===== src/rtl/pipeif_pkg.sv =====
// Shared types and constants for the fetch stage and IF/ID register.
// Combinational only: no latency, no backpressure.
package pipeif_pkg;

    typedef enum logic [1:0] {
        FETCH   = 2'd0,
        WAIT_ID = 2'd1,
        DROP    = 2'd2
    } state_t;

    localparam logic [1:0] PCSRC_SEQ = 2'b00;
    localparam logic [1:0] PCSRC_BR  = 2'b01;
    localparam logic [1:0] PCSRC_JR  = 2'b10;
    localparam logic [1:0] PCSRC_J   = 2'b11;

    // All-zero word decodes as no register write, no memory access.
    localparam logic [31:0] NOP_INST = 32'h0000_0000;

    function automatic logic [31:0] word_align(input logic [31:0] addr);
        return {addr[31:2], 2'b00};
    endfunction

endpackage


===== src/rtl/pipeif_npc.sv =====
// Next-PC selector: picks sequential, branch, register or jump target, word aligned.
// Purely combinational, zero latency, no backpressure.
module pipeif_npc
    import pipeif_pkg::*;
(
    input  logic [1:0]  pcsource,
    input  logic [31:0] pc4,
    input  logic [31:0] bpc,
    input  logic [31:0] ra,
    input  logic [31:0] jpc,
    output logic [31:0] target
);

    always_comb begin
        target = word_align(pc4);
        unique case (pcsource)
            PCSRC_SEQ: target = word_align(pc4);
            PCSRC_BR:  target = word_align(bpc);
            PCSRC_JR:  target = word_align(ra);
            PCSRC_J:   target = word_align(jpc);
        endcase
    end

endmodule


===== src/rtl/pipeif.sv =====
// Fetch stage + IF/ID register; fetched word reaches inst one cycle after the transfer.
// Decode stalls land in a one-entry skid buffer (request dropped while full); PIPEIF_PERF_EN adds perf counters.
module pipeif
    import pipeif_pkg::*;
#(
    parameter logic [31:0] RESET_PC = 32'h0000_0000
) (
    input  logic        clk,
    input  logic        clrn,
    output logic        imem_req,
    output logic [31:0] imem_addr,
    input  logic        imem_ready,
    input  logic [31:0] imem_rdata,
    input  logic        load_depen,
    input  logic [1:0]  pcsource,
    input  logic [31:0] bpc,
    input  logic [31:0] jpc,
    input  logic [31:0] ra,
    output logic [31:0] inst,
    output logic [31:0] dpc4,
    output logic        dvalid,
    output logic [31:0] perf_stall,
    output logic [31:0] perf_flush
);

    state_t      state, state_nxt;
    logic [31:0] pc, pc_nxt, tgt, tgt_nxt;
    logic [31:0] dinst, dinst_nxt, dpc4_nxt;
    logic        dvalid_nxt;
    logic [31:0] binst, binst_nxt, bpc4, bpc4_nxt;
    logic [31:0] pc4, target;
    logic        advance, redirect, slot_free, xfer;

    assign pc4       = pc + 32'd4;
    assign advance   = dvalid & ~load_depen;
    assign redirect  = advance & (pcsource != PCSRC_SEQ);
    assign slot_free = ~dvalid | advance;
    assign imem_req  = clrn & (state != WAIT_ID);
    assign imem_addr = pc;
    assign xfer      = imem_req & imem_ready;
    assign inst      = dvalid ? dinst : NOP_INST;

    pipeif_npc u_npc (
        .pcsource (pcsource),
        .pc4      (pc4),
        .bpc      (bpc),
        .ra       (ra),
        .jpc      (jpc),
        .target   (target)
    );

    always_comb begin
        state_nxt  = state;
        pc_nxt     = pc;
        tgt_nxt    = tgt;
        dinst_nxt  = dinst;
        dpc4_nxt   = dpc4;
        dvalid_nxt = dvalid;
        binst_nxt  = binst;
        bpc4_nxt   = bpc4;
        unique case (state)
            FETCH: begin
                if (redirect) begin
                    dvalid_nxt = 1'b0;
                    // The in-flight fetch is wrong-path; if it cannot finish now, park the target.
                    if (xfer) begin
                        pc_nxt = target;
                    end else begin
                        tgt_nxt   = target;
                        state_nxt = DROP;
                    end
                end else if (xfer) begin
                    pc_nxt = pc4;
                    if (slot_free) begin
                        dinst_nxt  = imem_rdata;
                        dpc4_nxt   = pc4;
                        dvalid_nxt = 1'b1;
                    end else begin
                        binst_nxt = imem_rdata;
                        bpc4_nxt  = pc4;
                        state_nxt = WAIT_ID;
                    end
                end else if (advance) begin
                    dvalid_nxt = 1'b0;
                end
            end
            WAIT_ID: begin
                if (redirect) begin
                    pc_nxt     = target;
                    dvalid_nxt = 1'b0;
                    state_nxt  = FETCH;
                end else if (advance) begin
                    dinst_nxt  = binst;
                    dpc4_nxt   = bpc4;
                    dvalid_nxt = 1'b1;
                    state_nxt  = FETCH;
                end
            end
            DROP: begin
                if (xfer) begin
                    pc_nxt    = tgt;
                    state_nxt = FETCH;
                end
            end
            default: state_nxt = FETCH;
        endcase
    end

    always_ff @(posedge clk or negedge clrn) begin
        if (!clrn) begin
            state  <= FETCH;
            pc     <= RESET_PC;
            tgt    <= '0;
            dinst  <= '0;
            dpc4   <= '0;
            dvalid <= 1'b0;
            binst  <= '0;
            bpc4   <= '0;
        end else begin
            state  <= state_nxt;
            pc     <= pc_nxt;
            tgt    <= tgt_nxt;
            dinst  <= dinst_nxt;
            dpc4   <= dpc4_nxt;
            dvalid <= dvalid_nxt;
            binst  <= binst_nxt;
            bpc4   <= bpc4_nxt;
        end
    end

`ifdef PIPEIF_PERF_EN
    logic [31:0] stall_cnt, flush_cnt;

    always_ff @(posedge clk or negedge clrn) begin
        if (!clrn) begin
            stall_cnt <= '0;
            flush_cnt <= '0;
        end else begin
            if (dvalid & load_depen) stall_cnt <= stall_cnt + 32'd1;
            if (redirect)            flush_cnt <= flush_cnt + 32'd1;
        end
    end

    assign perf_stall = stall_cnt;
    assign perf_flush = flush_cnt;
`else
    assign perf_stall = '0;
    assign perf_flush = '0;
`endif

endmodule

===== config.mk =====
export PLATFORM = sky130hd
export DESIGN_NAME = pipeif
export DESIGN_NICKNAME = d
export VERILOG_FILES = /design/src/rtl/pipeif_pkg.sv /design/src/rtl/pipeif_npc.sv /design/src/rtl/pipeif.sv
export SDC_FILE = /design/constraint.sdc
export NUM_CORES = 1
export LEC_CHECK = 0
export BUFFER_PORTS_ARGS = -buffer_cell sky130_fd_sc_hd__buf_2
export CAP_MARGIN = 20
export CELL_PAD_IN_SITES_DETAIL_PLACEMENT = 0
export CELL_PAD_IN_SITES_GLOBAL_PLACEMENT = 1
export CORE_ASPECT_RATIO = 1.4
export CORE_MARGIN = 5
export CORE_UTILIZATION = 40
export CTS_CLUSTER_SIZE = 24
export DETAILED_ROUTE_END_ITERATION = 10
export HOLD_SLACK_MARGIN = 0.12
export PLACE_DENSITY = 0.8
export SYNTH_ARGS = -nofsm -noshare
export SYNTH_HDL_FRONTEND = slang
export SYNTH_HIERARCHICAL = 1
export SYNTH_SLANG_ARGS = --single-unit
export TNS_END_PERCENT = 10

===== constraint.sdc =====
create_clock -name clk -period 6.6 [get_ports clk]
set_input_delay 0.99 -clock clk [delete_from_list [all_inputs] [get_ports clk]]
set_output_delay 0.99 -clock clk [all_outputs]
set_load 0.01 [all_outputs]

==> reports/metrics.yaml, run 1 <==
dp_hpwl_mm: 22.00
fin_crit_ns: 3.822
tightestPinTransition_ns: 1.017
yosysWarnings: 6
hold_path.class: "register to register"
powerDensity_nw_per_um2: 434.4
vias: 9137
grt.total_usage: 0.2024
die-area_um2: 31150
die-height_um: 206.8
clock-sinks: 195
cts-resized-gates: 0
grt_pass1_wl_mm: 49.27
final_net_count: 1476
setup_viol_count_final: 0
grt_pass1_vias: 8981
grt_max_degree: 93
path_max_fanout: 11
grt_antenna_before_repair: 1
syn_to_final_growth_pct: 16.27
grt_overflow: 0
end_kind: "register"
cts_root_buf: "clkbuf_16"
rsz0062_at_grt: "false"
yosys_register_bits: 195
relSlewSlack: 0.3196
rows: 72
dpl_cell_area_um2: 12250
ctsLongestPathBuffers: 2
max-cap-violations: 0
worstPathArrival_ns: 4.14
startpoint: "imem_addr[2]"
cts_tree: "yes"
rr_startpoint: "imem_addr[2]"
finalMaxSlewViolations: 0
wirelength_mm: 31.68
drive_above_1_share: 0.2689
cts-hold-fix-buffers: 0
cts_buffers: 17
fin_skew_ns: 0.01161
numPortBuffers: 225
netlist_area_um2: 11070
start_kind: "register"
synth_top_area_frac: 0.4408
finish.instance_area_um2: 12870
ys_seq_area_frac: 0.4408
fin_crit_sh: 0.5791
drc: 0
max_clock_freq_mhz: 261.6
irDropWorstVdd_uv: 190.8
status: "finished clean"
hp-start: "bpc4[13]"
cts_setup_buffers: 0
ys.flop_type: "dfrtp_1"
routed_via_density: 5.309
yosysTopAreaCell: "dfrtp_1"
place_congestion: 0.8194
fp.dieW_um: 150.6
final_cell_mix: "224 x buf_2, 219 x nand2_1, 195 x dfrtp_1"
synth.avg_cell_area_um2: 9.526
synth.area.top_cells: "dfrtp_1 44%, nand2_1 7.4%, mux4_2 6.1%, buf_4 4.7%, mux2i_1 4.2%"
cts_max_level: 4
fillers: 2665
synth_cell_types: 64
io_pins: 296
clkTransAtPathRegs_ns: 0.08
final_common_cell: "buf_2"
total_power_w: 0.005591
required_ns: 6.92
ys_async_sr_fraction: 1.000
antenna_left: 0
clk_latency_ns: 0.44
drt_pass1_iterations: 5
start_util: 0.4029
routedWlPerCell_um: 18.41
dr.first_iter.drc_count: 438
tns_ns: 0
synthCells: 1162
p_leak_nw: 6.043
critical_path_class: "register to register"
core_area_um2: 27480
finalHoldViolations: 0
synth_edf_count: 0
## cells by family (layout without fill, tap and decap cells)
| group | count (synthesis) | count (layout) | synth area share |
|---|---|---|---|
| xor gates and xnor gates | 24 | 24 | 0.01899 |
| and+or+nand+nor | 407 | 407 | 0.1653 |
| buffers and inverters | 178 | 302 | 0.08749 |
| adders and majority gates | 5 | 5 | 0.005652 |
| AOI/OAI and AO/OA | 235 | 235 | 0.1374 |
| other | 2 | 67 | 0.0006784 |
| DFF | 195 | 195 | 0.4408 |
| muxes | 116 | 116 | 0.1437 |
## worst max-delay path, cell delays in order (launching register included)
cell       delay (ns)
dfrtp_1          0.60
ha_1             0.33
nand4_1          0.23
nor3_1           0.73
nand2_1          0.24
xor2_1           0.49
inv_1            0.07
mux4_2           0.52
a221o_1          0.34
o221ai_1         0.07
a2bb2oi_1        0.09
## flip-flops by register name, summed over array words and instances, names as in the netlist
signal	count
binst	32
bpc4	32
dinst	32
dpc4	32
dvalid	1
imem_addr	32
state	2
tgt	32
## synth_stat cells, types with 7 or more instances
cell type  instances
nor3_1            21
mux2i_1           46
nand3_1           21
a31oi_1            7
buf_1              8
dfrtp_1          195
nor2_1            62
a21oi_1           40
clkbuf_1          63
a22o_1            11
mux4_2            30
a221o_1            7
buf_2              8
buf_4             69
a211oi_1          10
mux2_2            39
xnor2_1           19
o21ai_0           87
o2bb2ai_1         10
o22ai_1            7
nand4_1           11
nand2_1          219
o31a_1             8
nor4_1             9
and2_1            34
inv_1             25
a22oi_1           21
## final cells by class
type,instances,area (µm²),area share
flip-flops and latches,195,4880,0.3792
clock buffers,19,442.9,0.03442
well taps,370,462.9,0.03597
diodes,1,2.502,0.0001944
inverters,25,93.84,0.007291
clock inverters,13,170.2,0.01322
repair buffers,245,1305,0.1014
multi-input cells,853,5513,0.4284
## per-stage QoR
| step | setup slack, ns | instances | hold WS, ns | util |
|---|---|---|---|---|
| finish | 2.778 | 1721 | 0.4692 | 0.4684 |
| global route | 2.520 | 1721 | 0.4949 | 0.4684 |
| CTS | 2.740 | 1720 | 0.4749 | 0.4683 |
| detailed placement | 2.692 | 1688 | 0.4581 | 0.4460 |
| global placement | 2.741 | 1687 | 0.4538 | 0.4450 |
| floorplan | 3.576 | 1226 | 0.4404 | - |
## final timing paths
kind	slack (ns)	endpoint	cells past startpoint
min	0.47	bpc4[13]	2
max in group asynchronous	4.71	dinst[11]	2
max reg2reg	2.78	imem_addr[14]	10
max	2.78	imem_addr[14]	10
min in group asynchronous	0.53	imem_addr[12]	1
min reg2reg	0.47	bpc4[13]	2
## metal layers
layer / track usage / routed length (µm)
met4: 0.07809 / 895
met3: 0.03800 / 2000
met1: 0.2528 / 12810
met5: 0 / 0
met2: 0.3474 / 15970
## power breakdown
part	leakage (nW)	total (W)	switching, W	internal [W]
logic	3.30	0.00238	0.00140	0.000971
registers	2.45	0.00212	0.000387	0.00173
clock network	0.292	0.00110	0.000486	0.000614
total	6.04	0.00559	0.00228	0.00331
Note: power is estimated with default switching activity, not from simulation.
==> run 2, diff against run 1 <==
CORE_UTILIZATION = 36   (was 40)
PLACE_DENSITY = 0.76   (was 0.8)
clock period = 3.1 ns   (was 6.6 ns; I/O delays follow)
==> run 2 against run 1 <==
Compared with the run above: first-iteration DRC count grew 22%; cell count grew 4.9%; non-clock buffer count grew 65; power grew 120%; wire length grew 4.6%; clock skew grew 0.0018 ns; die area grew 10%; highest routed layer unchanged; count of clock-buffer cells in the layout shrank 2; critical path type unchanged; maximum frequency grew 27%.
==> reports/metrics.yaml, run 2 (same netlist as run 1, synthesis figures left out) <==
drc: 0
irDropWorstVdd_uv: 382.2
grt_pass1_vias: 9294
end_kind: "register"
wl_met1_mm: 14.10
hold_path_depth: 3
cp_num_cells: 10
final_cell_mix: "224 x buf_2, 219 x nand2_1, 195 x dfrtp_1"
vias: 9315
clk_latency_ns: 0.46
hold_path.class: "input pin to register"
clkTransAtPathRegs_ns: 0.08
path_max_fanout: 5
rows: 76
fillers: 3037
ctsLongestPathBuffers: 2
routed_via_density: 5.161
place_ws_ns: 0.07506
max_clock_freq_mhz: 333.0
routedWlPerCell_um: 18.36
drive_above_1_share: 0.3060
critical_path.most_common_cell: "o31a_1"
cts_buffers: 17
final_net_count: 1541
io_pins: 296
tightestPinTransition_ns: 0.9341
core_area_um2: 30620
fin_skew_ns: 0.01342
dpl_cell_area_um2: 12800
dp.cells: 1770
slowest_stage: "or4_4"
critical_path_class: "register to register"
wl_met3_mm: 1.819
drt_pass1_iterations: 5
r2r_cells: 10
critical_path.max_stage_delay_ns: 0.58
clock-sinks: 195
grt_antenna_before_repair: 0
fin_crit_ns: 3.003
finalMaxSlewViolations: 0
die-height_um: 217.5
required_ns: 3.44
relSlewSlack: 0.3772
finalWorstSetupSlack_ns: 0.09663
final_cell_count_no_fill: 1805
fp.dieW_um: 158.2
grt.total_usage: 0.1919
place_congestion: 0.8393
start_util: 0.3615
finish.instance_area_um2: 13500
numPortBuffers: 225
grt_pass1_wl_mm: 51.59
die-area_um2: 34410
final_common_cell: "buf_2"
grt_overflow: 0
worstPathArrival_ns: 3.34
diodes: 0
start_kind: "register"
fin_crit_sh: 0.9688
rsz0062_at_grt: "true"
syn_to_final_growth_pct: 21.95
grt_max_degree: 160
cts_max_level: 4
status: "finished clean"
antenna_left: 0
met2WireLength_mm: 16.31
critPathBufInv: 1
crit_chain: "buf_4, nand2_1, or4_4, o31a_1, or2_1, mux4_2, a22o_1, a22oi_1, o31a_1, o21ai_0"
dr.first_iter.drc_count: 536
finalHoldViolations: 0
setup_viol_count_final: 0
wirelength_mm: 33.14
cp_top_family: "compound AO/OA/AOI/OAI gates"
powerDensity_nw_per_um2: 920.3
cts_tree: "yes"
p_leak_nw: 6.392
dp_hpwl_mm: 23.66
routed.top_layer: "met4"
cts_root_buf: "clkbuf_16"
max-cap-violations: 0
run 2: metrics by stage:
| step | setup TNS (ns) | util | total power [W] | hold slack (ns) |
|---|---|---|---|---|
| 6_report | 0 | 0.4409 | 0.01242 | 0.2130 |
| 2_1_floorplan | 0 | - | 0.007835 | 0.1694 |
| 3_5_place_dp | 0 | 0.4180 | 0.01003 | 0.3168 |
| 4_1_cts | 0 | 0.4393 | 0.01254 | 0.1858 |
| 3_3_place_gp | 0 | 0.4180 | 0.009887 | 0.3151 |
| 5_1_grt | -0.03532 | 0.4409 | 0.01331 | 0.1952 |
run 2: final cells by class:
cell class / instances / area [µm²] / area share
Clock buffer: 17 / 425.4 / 0.03151
Clock inverter: 15 / 216.5 / 0.01603
Inverter: 25 / 93.84 / 0.006952
Multi-Input combinational cell: 853 / 5542 / 0.4105
Sequential cell: 195 / 4880 / 0.3615
Tap cell: 390 / 488.0 / 0.03615
Timing Repair Buffer: 310 / 1854 / 0.1374
run 2: power by group:
part	switching (W)	internal, W
Combinational	0.00326	0.00235
Sequential	0.000661	0.00368
Clock	0.00109	0.00138
run 2: per-layer routing:
| layer | vias to the layer above | GRT usage |
|---|---|---|
| li1 | 4439 | - |
| met1 | 4519 | 0.2478 |
| met2 | 310 | 0.3194 |
| met3 | 47 | 0.03415 |
| met4 | 0 | 0.07397 |
| met5 | - | 0 |
run 2: what timing repair did:
action | in CTS | in global routing
hold endpoints to repair | 8 | 0
hold buffers | 1 | 0
endpoints found under the setup margin | 0 | 6
buffers inserted | 0 | 2
resized for setup | 0 | 6
run 2: worst paths after layout:
path / from / end / slack, ns
max in group asynchronous: clrn / dpc4[0] / 1.11
hold reg to reg: bpc4[15] / bpc4[15] / 0.47
hold / removal: imem_rdata[22] / binst[22] / 0.21
min in group asynchronous: clrn / tgt[3] / 0.41
setup / recovery: imem_addr[3] / imem_addr[27] / 0.1
setup reg to reg: imem_addr[3] / imem_addr[27] / 0.1
run 2: worst reg2reg max path, stage by stage (launching register included):
cell and delay (ns):
dfrtp_1 0.36, buf_4 0.16, nand2_1 0.09, or4_4 0.58
o31a_1 0.33, or2_1 0.25, mux4_2 0.49, a22o_1 0.24
a22oi_1 0.17, o31a_1 0.16, o21ai_0 0.07
